File: config.mk
export PLATFORM = sky130hd
export DESIGN_NAME = operand_issuer
export DESIGN_NICKNAME = d
export VERILOG_FILES = /design/src/rtl/issuer_pkg.sv /design/src/rtl/operand_regfile.sv /design/src/rtl/operand_issuer.sv
export SDC_FILE = /design/constraint.sdc
export NUM_CORES = 1
export LEC_CHECK = 0
export CORE_MARGIN = 5
export CORE_UTILIZATION = 55
export CTS_CLUSTER_SIZE = 24
export DETAILED_ROUTE_END_ITERATION = 16
export PLACE_DENSITY = 0.88
export SYNTH_ARGS = -nofsm -noshare
export SYNTH_HDL_FRONTEND = slang
export SYNTH_HIERARCHICAL = 1
export SYNTH_SLANG_ARGS = --single-unit
File: constraint.sdc
create_clock -name clk -period 5.44 [get_ports clk]
set_clock_uncertainty 0.15 [all_clocks]
set_input_delay 1.088 -clock clk [delete_from_list [all_inputs] [get_ports clk]]
set_output_delay 1.088 -clock clk [all_outputs]
set_load 0.05 [all_outputs]
File: src/rtl/issuer_pkg.sv
// Shared types and default sizing for the single-issue operand issuer.
// The FSM encoding lives here so the issuer and any tooling agree on state values.
package issuer_pkg;

   localparam int DEF_WIDTH    = 32;
   localparam int DEF_NREGS    = 8;
   localparam int DEF_EXEC_LAT = 1;

   // Wide enough for EXEC_LAT-1 with EXEC_LAT up to 7.
   localparam int CNT_W = 3;

   typedef enum logic [1:0] {
      IDLE = 2'd0,
      EXEC = 2'd1,
      WB   = 2'd2
   } state_t;

   function automatic logic [CNT_W-1:0] lat_preload(input int lat);
      return CNT_W'(lat - 1);
   endfunction

endpackage

File: src/rtl/operand_regfile.sv
// Register file with two capture-on-enable read ports, a combinational debug
// port and one write port. Entry i resets to i; entry 0 is constant zero.
module operand_regfile #(
   parameter int WIDTH = 32,
   parameter int NREGS = 8,
   parameter int AW    = $clog2(NREGS)
) (
   input  logic             clk,
   input  logic             reset,
   input  logic             rd_en_i,
   input  logic [AW-1:0]    ra1_i,
   input  logic [AW-1:0]    ra2_i,
   output logic [WIDTH-1:0] rd1_o,
   output logic [WIDTH-1:0] rd2_o,
   input  logic [AW-1:0]    dbg_addr_i,
   output logic [WIDTH-1:0] dbg_data_o,
   input  logic             we_i,
   input  logic [AW-1:0]    wa_i,
   input  logic [WIDTH-1:0] wd_i
);

   logic [WIDTH-1:0] rf_rd [NREGS];
   logic [WIDTH-1:0] rd1_q;
   logic [WIDTH-1:0] rd2_q;

   genvar gi;
   generate
      for (gi = 0; gi < NREGS; gi++) begin : g_entry
         if (gi == 0) begin : g_zero
            assign rf_rd[gi] = '0;
         end else begin : g_reg
            logic [WIDTH-1:0] entry_q;
            always_ff @(posedge clk) begin
               if (reset) begin
                  entry_q <= WIDTH'(gi);
               end else if (we_i && (wa_i == AW'(gi))) begin
                  entry_q <= wd_i;
               end
            end
            assign rf_rd[gi] = entry_q;
         end
      end
   endgenerate

   // Operands are captured only on an accept and held until the next one.
   always_ff @(posedge clk) begin
      if (reset) begin
         rd1_q <= '0;
         rd2_q <= '0;
      end else if (rd_en_i) begin
         rd1_q <= rf_rd[ra1_i];
         rd2_q <= rf_rd[ra2_i];
      end
   end

   assign rd1_o      = rd1_q;
   assign rd2_o      = rd2_q;
   assign dbg_data_o = rf_rd[dbg_addr_i];

endmodule

File: src/rtl/operand_issuer.sv
// Single-issue front end: reads two operands, waits EXEC_LAT clocks for the
// external executor, then writes its result back. One instruction in flight.
module operand_issuer
   import issuer_pkg::*;
#(
   parameter int WIDTH    = DEF_WIDTH,
   parameter int NREGS    = DEF_NREGS,
   parameter int EXEC_LAT = DEF_EXEC_LAT,
   parameter int AW       = $clog2(NREGS)
) (
   input  logic             clk,
   input  logic             reset,
   input  logic             in_valid,
   output logic             in_ready,
   input  logic [AW-1:0]    in_dst,
   input  logic [AW-1:0]    in_src1,
   input  logic [AW-1:0]    in_src2,
   output logic [WIDTH-1:0] op1_o,
   output logic [WIDTH-1:0] op2_o,
   input  logic [WIDTH-1:0] result_i,
   output logic             wb_valid,
   output logic [AW-1:0]    wb_dst,
   output logic [WIDTH-1:0] wb_data,
   input  logic [AW-1:0]    dbg_addr,
   output logic [WIDTH-1:0] dbg_data
);

   localparam logic [CNT_W-1:0] LAT_M1 = lat_preload(EXEC_LAT);

   state_t           state_q, state_d;
   logic [CNT_W-1:0] cnt_q, cnt_d;
   logic [AW-1:0]    dst_q, dst_d;
   logic             accept;
   logic             rf_we;

   always_ff @(posedge clk) begin
      if (reset) begin
         state_q <= IDLE;
      end else begin
         state_q <= state_d;
      end
   end

   always_comb begin
      state_d = state_q;
      case (state_q)
         IDLE:    if (in_valid) state_d = EXEC;
         EXEC:    if (cnt_q == '0) state_d = WB;
         WB:      state_d = IDLE;
         default: state_d = IDLE;
      endcase
   end

   // in_ready is gated by reset so nothing is accepted while reset is held.
   always_comb begin
      in_ready = 1'b0;
      wb_valid = 1'b0;
      wb_dst   = '0;
      wb_data  = '0;
      rf_we    = 1'b0;
      if (state_q == IDLE && !reset) begin
         in_ready = 1'b1;
      end
      if (state_q == WB) begin
         wb_valid = 1'b1;
         wb_dst   = dst_q;
         wb_data  = result_i;
         rf_we    = !reset;
      end
   end

   assign accept = in_valid && in_ready;

   always_comb begin
      cnt_d = cnt_q;
      dst_d = dst_q;
      if (accept) begin
         cnt_d = LAT_M1;
         dst_d = in_dst;
      end else if (state_q == EXEC && cnt_q != '0) begin
         cnt_d = cnt_q - 1'b1;
      end
   end

   always_ff @(posedge clk) begin
      if (reset) begin
         cnt_q <= '0;
         dst_q <= '0;
      end else begin
         cnt_q <= cnt_d;
         dst_q <= dst_d;
      end
   end

   operand_regfile #(
      .WIDTH (WIDTH),
      .NREGS (NREGS),
      .AW    (AW)
   ) u_rf (
      .clk        (clk),
      .reset      (reset),
      .rd_en_i    (accept),
      .ra1_i      (in_src1),
      .ra2_i      (in_src2),
      .rd1_o      (op1_o),
      .rd2_o      (op2_o),
      .dbg_addr_i (dbg_addr),
      .dbg_data_o (dbg_data),
      .we_i       (rf_we),
      .wa_i       (wb_dst),
      .wd_i       (wb_data)
   );

endmodule

**Yosys cells after proc, flatten, opt, wreduce, memory -nomap -nowiden**

Cells that the tools add are included.

- Logic and storage cells: 63
- Bits of input ports: 47
- Flip-flop bits (word level): 296
- Output and inout port bits: 133

- Order comparisons: 3
- Add/sub/neg operators: 1
- Reduce and logical (&&, ||, !) cells: 16
- Multiplexer cells: 17
- Equal/unequal tests: 11
- Bitwise logic cells: 3

Operators by type and width:

| kind | count |
|---|---|
| $bmux 32 s3 | 3 |
| $mux 32 | 7 |
| $eq 3x3->1 const B | 4 |
| $ge 4x4->1 const B | 3 |
| $not 3->4 | 3 |
| $logic_and 1x1->1 | 10 |
| $eq 3x2->1 const B | 2 |
| $mux 2 | 2 |
| $ne 2x2->1 const B | 2 |
| $pmux 2 s2 | 1 |
| $eq 3x1->1 const B | 1 |
| $logic_not 3->1 | 1 |
| $mux 1 | 3 |
| $mux 3 | 1 |
| $reduce_bool 3->1 | 1 |
| $sub 3x1->3 const B | 1 |
| $eq 2x1->1 const B | 1 |
| $eq 2x2->1 const B | 1 |
| $logic_not 2->1 | 1 |
| $reduce_and 2->1 | 1 |
| $reduce_or 2->1 | 1 |
| $logic_not 1->1 | 1 |

**Depth between registers and ports, before layout**

- Word-level depth: 5
- Mapped depth: 10
- Gate-level depth less buffers: 6

**Hierarchy**

The synthesis kept the hierarchy.

Modules (own cells, without submodules):

| module | area an instance (um^2) | instances | cells an instance |
|---|---|---|---|
| operand_regfile | 15107.0 | 1 | 1800 |
| operand_issuer | 625.6 | 1 | 79 |

**Least setup slack after synthesis**

OpenSTA, ideal clock, no wires.

- Kind: input port to output port
- From: input dbg_addr[2]
- To: output dbg_data[0]
- Stages on the path: 5
- Required time: 4.202 ns
- Data arrival time: 2.700 ns
- Buffers on the path: 2
- Path slack: 1.502 ns
- Cells stage by stage: buf_2 nor2b_1 clkbuf_1 a221oi_1 a21oi_1

- Word-level cells in the longest chain between the ends: 4

Ends and longest elaborated chain:

| element | RTL line | source |
|---|---|---|
| start: declaration | operand_issuer.sv:24 | `input logic [AW-1:0] dbg_addr,` |
| $not 3->4 (not written as such) | operand_regfile.sv:58 | `assign dbg_data_o = rf_rd[dbg_addr_i];` |
| $bmux 32 s3 | operand_regfile.sv:58 |  |
| $mux 32 (not written as such) (2 in series) | operand_regfile.sv:58 |  |
| end: declaration | operand_issuer.sv:25 | `output logic [WIDTH-1:0] dbg_data` |

Every way passes these cells. The select of a mux whose other input is x is not followed.

**Final worst setup path**

- From: register state_q[1]
- To: output wb_data[30]

- Word-level cells in the longest chain between the ends: 2

Ends and longest elaborated chain:

| element | RTL line | source |
|---|---|---|
| start: declaration | operand_issuer.sv:30 | `state_t state_q, state_d;` |
| start signal: assignment | operand_issuer.sv:40 | `state_q <= state_d;` |
| $eq 2x2->1 | operand_issuer.sv:64 | `if (state_q == WB) begin` |
| $mux 32 | operand_issuer.sv:64 |  |
| end: declaration | operand_issuer.sv:23 | `output logic [WIDTH-1:0] wb_data,` |

Every way passes these cells.

==> summary by stage <==
Pwr
The share of total power dissipated in sequential elements is 0.442. The clock share of power is 0.428. The internal power is 0.00367 W. The net switching power of the design is 0.00134 W.

The static leakage power is 6.48 nW. Across the VDD grid, the largest voltage drop is 219 uV. The relative contribution of combinational cells to total power is 0.130. Of the total power, the share spent switching nets is 0.267.

In this run the power density over the cells is 271 mW/mm^2.

Route
The routed length per instance is 23.7 um. The detailed router used layers up to and including met5. The total length of routed met3 wires is 8.04 mm.

The detailed router placed 15900 vias in this run. The count of nets left with antenna violations after detail routing is 0. The first detailed-routing pass took 6 iterations.

The total met2 wirelength after detailed routing is 24.3 mm. The final routed DRC violation total is 0. The final routed wirelength across all metal layers is 55.8 mm. After detailed routing, the wire length on met1 is 19.5 mm. The number of DRC markers after the initial detailed-route iteration is 2752.

Using the TritonRoute via totals, the vias-per-cell ratio works out to 6.73.

Critical path
The worst setup path startpoint is state_q[1]$_SDFFE_PP0P_. The element type at the critical path end is an output pin. The largest incremental delay on the critical path is 910 ps. The worst setup path is of the reg -> out kind. The nature of the critical path startpoint is a flop. The largest fanout on the critical path is 37.

Traced cell by cell, the critical path runs through nor2b_4 -> and2_1 -> clkdlybuf4s50_1. The arrival time at the worst endpoint is 3330 ps. On the critical path the largest part of the delay comes from simple AND/OR/NAND/NOR gates. The cell at the slowest stage of the critical path is sky130_fd_sc_hd__nor2b_4. In this run the critical register-to-register path is launched from state_q[1]$_SDFFE_PP0P_.

The data required time at the worst endpoint is 4200 ps. For flop-to-flop paths, the worst setup slack is 1540 ps. The number of buffers and inverters on the critical path is 1.

Synthesis
The cell accounting for the most synthesized area is sky130_fd_sc_hd__dfxtp_1. In this run, synthesis produced a sequential element count of 296. The fraction of registers with async set or reset after synthesis is 0. Yosys attributes the largest share of cell area to sky130_fd_sc_hd__dfxtp_1 (38%), sky130_fd_sc_hd__nand2_1 (12%), sky130_fd_sc_hd__mux2_2 (11%), sky130_fd_sc_hd__a21oi_1 (8.8%), sky130_fd_sc_hd__mux4_2 (4.9%).

The cell count after synthesis is 1879. Ranked by instance count, the synthesized netlist is headed by sky130_fd_sc_hd__nand2_1 (489), sky130_fd_sc_hd__dfxtp_1 (296), sky130_fd_sc_hd__a21oi_1 (276), sky130_fd_sc_hd__mux2_2 (158), sky130_fd_sc_hd__clkbuf_1 (97). For this run, the register share of the synthesized area comes to 0.377. The total standard cell area after synthesis is 0.0157 sq mm. The proportion of netlist area held by the largest area contributor is 0.377.

The flip-flop cell with the highest count after synthesis is sky130_fd_sc_hd__dfxtp_1. The number of different library cells in the post-synthesis netlist is 35. The number of synthesized flops with an enable pin is 0.

The most repeated cell in the gate-level netlist after synthesis is sky130_fd_sc_hd__nand2_1. The synthesized area per cell is 8.37 sq um. The Yosys step of the flow raised 6 warnings. When the netlist entered floorplanning its net count stood at 1928.

Hold path
The class of the tightest hold or removal check is reg -> reg. In this run the most critical hold path is launched from u_rf/rd1_o[7]$_SDFFE_PP0P_.

Finish
The number of antenna diodes in the final layout is 0. The proportion of layout cells with a drive suffix above 1 is 0.166. The final standard cell utilization of the core is 0.648. The number of filler cells placed in the layout is 2242. The net total in the final layout is 2000. From synthesis to final layout, the design area changed by 17.3%.

Clock network
Clock tree synthesis found a total of 296 sinks. The root buffer cell is sky130_fd_sc_hd__clkbuf_16. The number of buffers added for setup after CTS is 0. For the worst-skew pair, the clock arrives at the later sink with an insertion delay of 550 ps.

The maximum root-to-sink buffer count is 3. After clock tree synthesis, the repair step resized 0 gates. The number of hold buffers added after CTS was 0.

The number of levels in the clock H-tree is 1. The clock-pin slew on the worst setup and hold paths is 60 ps. Buffers inserted during clock tree synthesis total 30. The clock tree from TritonCTS is built.

Job
The tool flagged a number of max-cap violations equal to 0.

STA
Setup violations remaining at the end of the flow were counted as 0. The final-layout setup total negative slack is 0 ps. The hold violation count in the final report is 0. Setup repair after global routing left no endpoint under its margin. At the pin with the least slew margin, the transition time is 1360 ps. Static timing analysis puts the maximum clock frequency at 219 MHz. The routed design could run at a clock period as short as 4570 ps.

The worst-case setup margin in the final layout is 868 ps. Headroom to the max-slew limit came out at 0.0889. The final clock period utilization by the worst path is 0.840. The max-slew violation count is 0.

Outcome
The run finished with clean final reports.

Global routing
The wire length of the first global-routing pass is 84.1 mm. After global routing the overflow that remains totals 0. The number of antenna violations at the first check in global routing is 2. The pin count of the biggest net entering global routing is 109.

The total global routing track utilization is 0.333. The via count of the first global-routing pass came to 15600.

Floorplanning
The total I/O pin count is 180. The overall die area is 0.0321 sq mm. Measured along the x axis, the die boundary spans 179 um. The region available for standard cell placement spans 0.0285 sq mm. For this configuration, the core starts out at a cell density of 0.553. The number of cell rows is 62.

In this run the vertical extent of the chip is 179 um.

Place
The pre-CTS worst setup slack is 1390 ps. The number of buffers inserted by port buffering is 179. At the end of routability-driven placement, the weighted congestion stood at 0.903.

Once detailed placement completed, the half-perimeter wirelength came to 32.2 mm.
cell type report:
class	instances	area (sq um)	share of cell area
clock inverter	9	126	0.00685
timing repair buffer	212	1970	0.107
sequential	296	5930	0.321
tap	384	480	0.0260
inverter	38	143	0.00773
multi-input combinational	1373	8910	0.483
clock buffer	44	895	0.0485
power groups by stage:
stage | clock, W | combinational, W | sequential, W
finish | 0.00214 | 0.000652 | 0.00221
global route | 0.00223 | 0.000671 | 0.00222
CTS | 0.00215 | 0.000637 | 0.00221
detailed placement | 0 | 0.000633 | 0.00226
global placement | 0 | 0.000626 | 0.00226
floorplan | 0 | 0.000339 | 0.00234
cells in the final DEF (no fill, tap or decap), types with 35 or more instances in the layout:
cell type / instances
sky130_fd_sc_hd__a221oi_1: 64
sky130_fd_sc_hd__nand2_1: 487
sky130_fd_sc_hd__nor2_1: 41
sky130_fd_sc_hd__inv_1: 38
sky130_fd_sc_hd__mux2i_1: 66
sky130_fd_sc_hd__mux2_2: 158
sky130_fd_sc_hd__a21oi_1: 276
sky130_fd_sc_hd__buf_4: 64
sky130_fd_sc_hd__clkdlybuf4s50_1: 139
sky130_fd_sc_hd__dfxtp_1: 296
sky130_fd_sc_hd__and2_1: 35
layer usage:
metal / global-route usage / vias to the layer above
met1: 0.410 / 7346
met5: 0 / -
met4: 0.206 / 2
met3: 0.0936 / 369
met2: 0.515 / 1336
li1: - / 6805
sequential cells by signal, indices dropped and copies added (netlist names):
signal / flops
u_rf/rd2_o: 32
u_rf/rd1_o: 32
state_q: 2
cnt_q: 3
u_rf/g_entry.g_reg.entry_q: 224
dst_q: 3
worst paths after layout:
| kind | end | cells after the start |
|---|---|---|
| min | u_rf/rd1_o[7]$_SDFFE_PP0P_ | 2 |
| max reg2reg | u_rf/g_entry[7].g_reg.entry_q[4]$_SDFFE_PP0P_ | 7 |
| min reg2reg | u_rf/rd1_o[7]$_SDFFE_PP0P_ | 2 |
| max | wb_data[30] | 3 |
metrics by stage:
stage	area (sq um)	hold WS, ps	instances	total power, W
detailed placement	17400	293	2303	0.00289
floorplan	15700	302	1879	0.00268
CTS	18400	307	2356	0.00500
finish	18400	309	2356	0.00501
global placement	17400	292	2303	0.00289
global route	18400	337	2356	0.00512
cells by family after synthesis:
logic type,count (synthesis),synth area share
simple gates,643,0.170
compound gates,469,0.187
flops,296,0.377
mux,258,0.204
buf+inv,210,0.0601
fa+ha+maj,2,0.00159
xor+xnor,1,0.000557
worst reg2reg max path, stage by stage (launching register included):
cell                      delay [ps]
sky130_fd_sc_hd__dfxtp_1         490
sky130_fd_sc_hd__nor2b_4         910
sky130_fd_sc_hd__nor2b_1         430
sky130_fd_sc_hd__nand2_1         270
sky130_fd_sc_hd__nor2_2          800
sky130_fd_sc_hd__buf_4           480
sky130_fd_sc_hd__nand2_1         130
sky130_fd_sc_hd__a21oi_1         150
No activity file was read; power rests on OpenSTA's default activity.
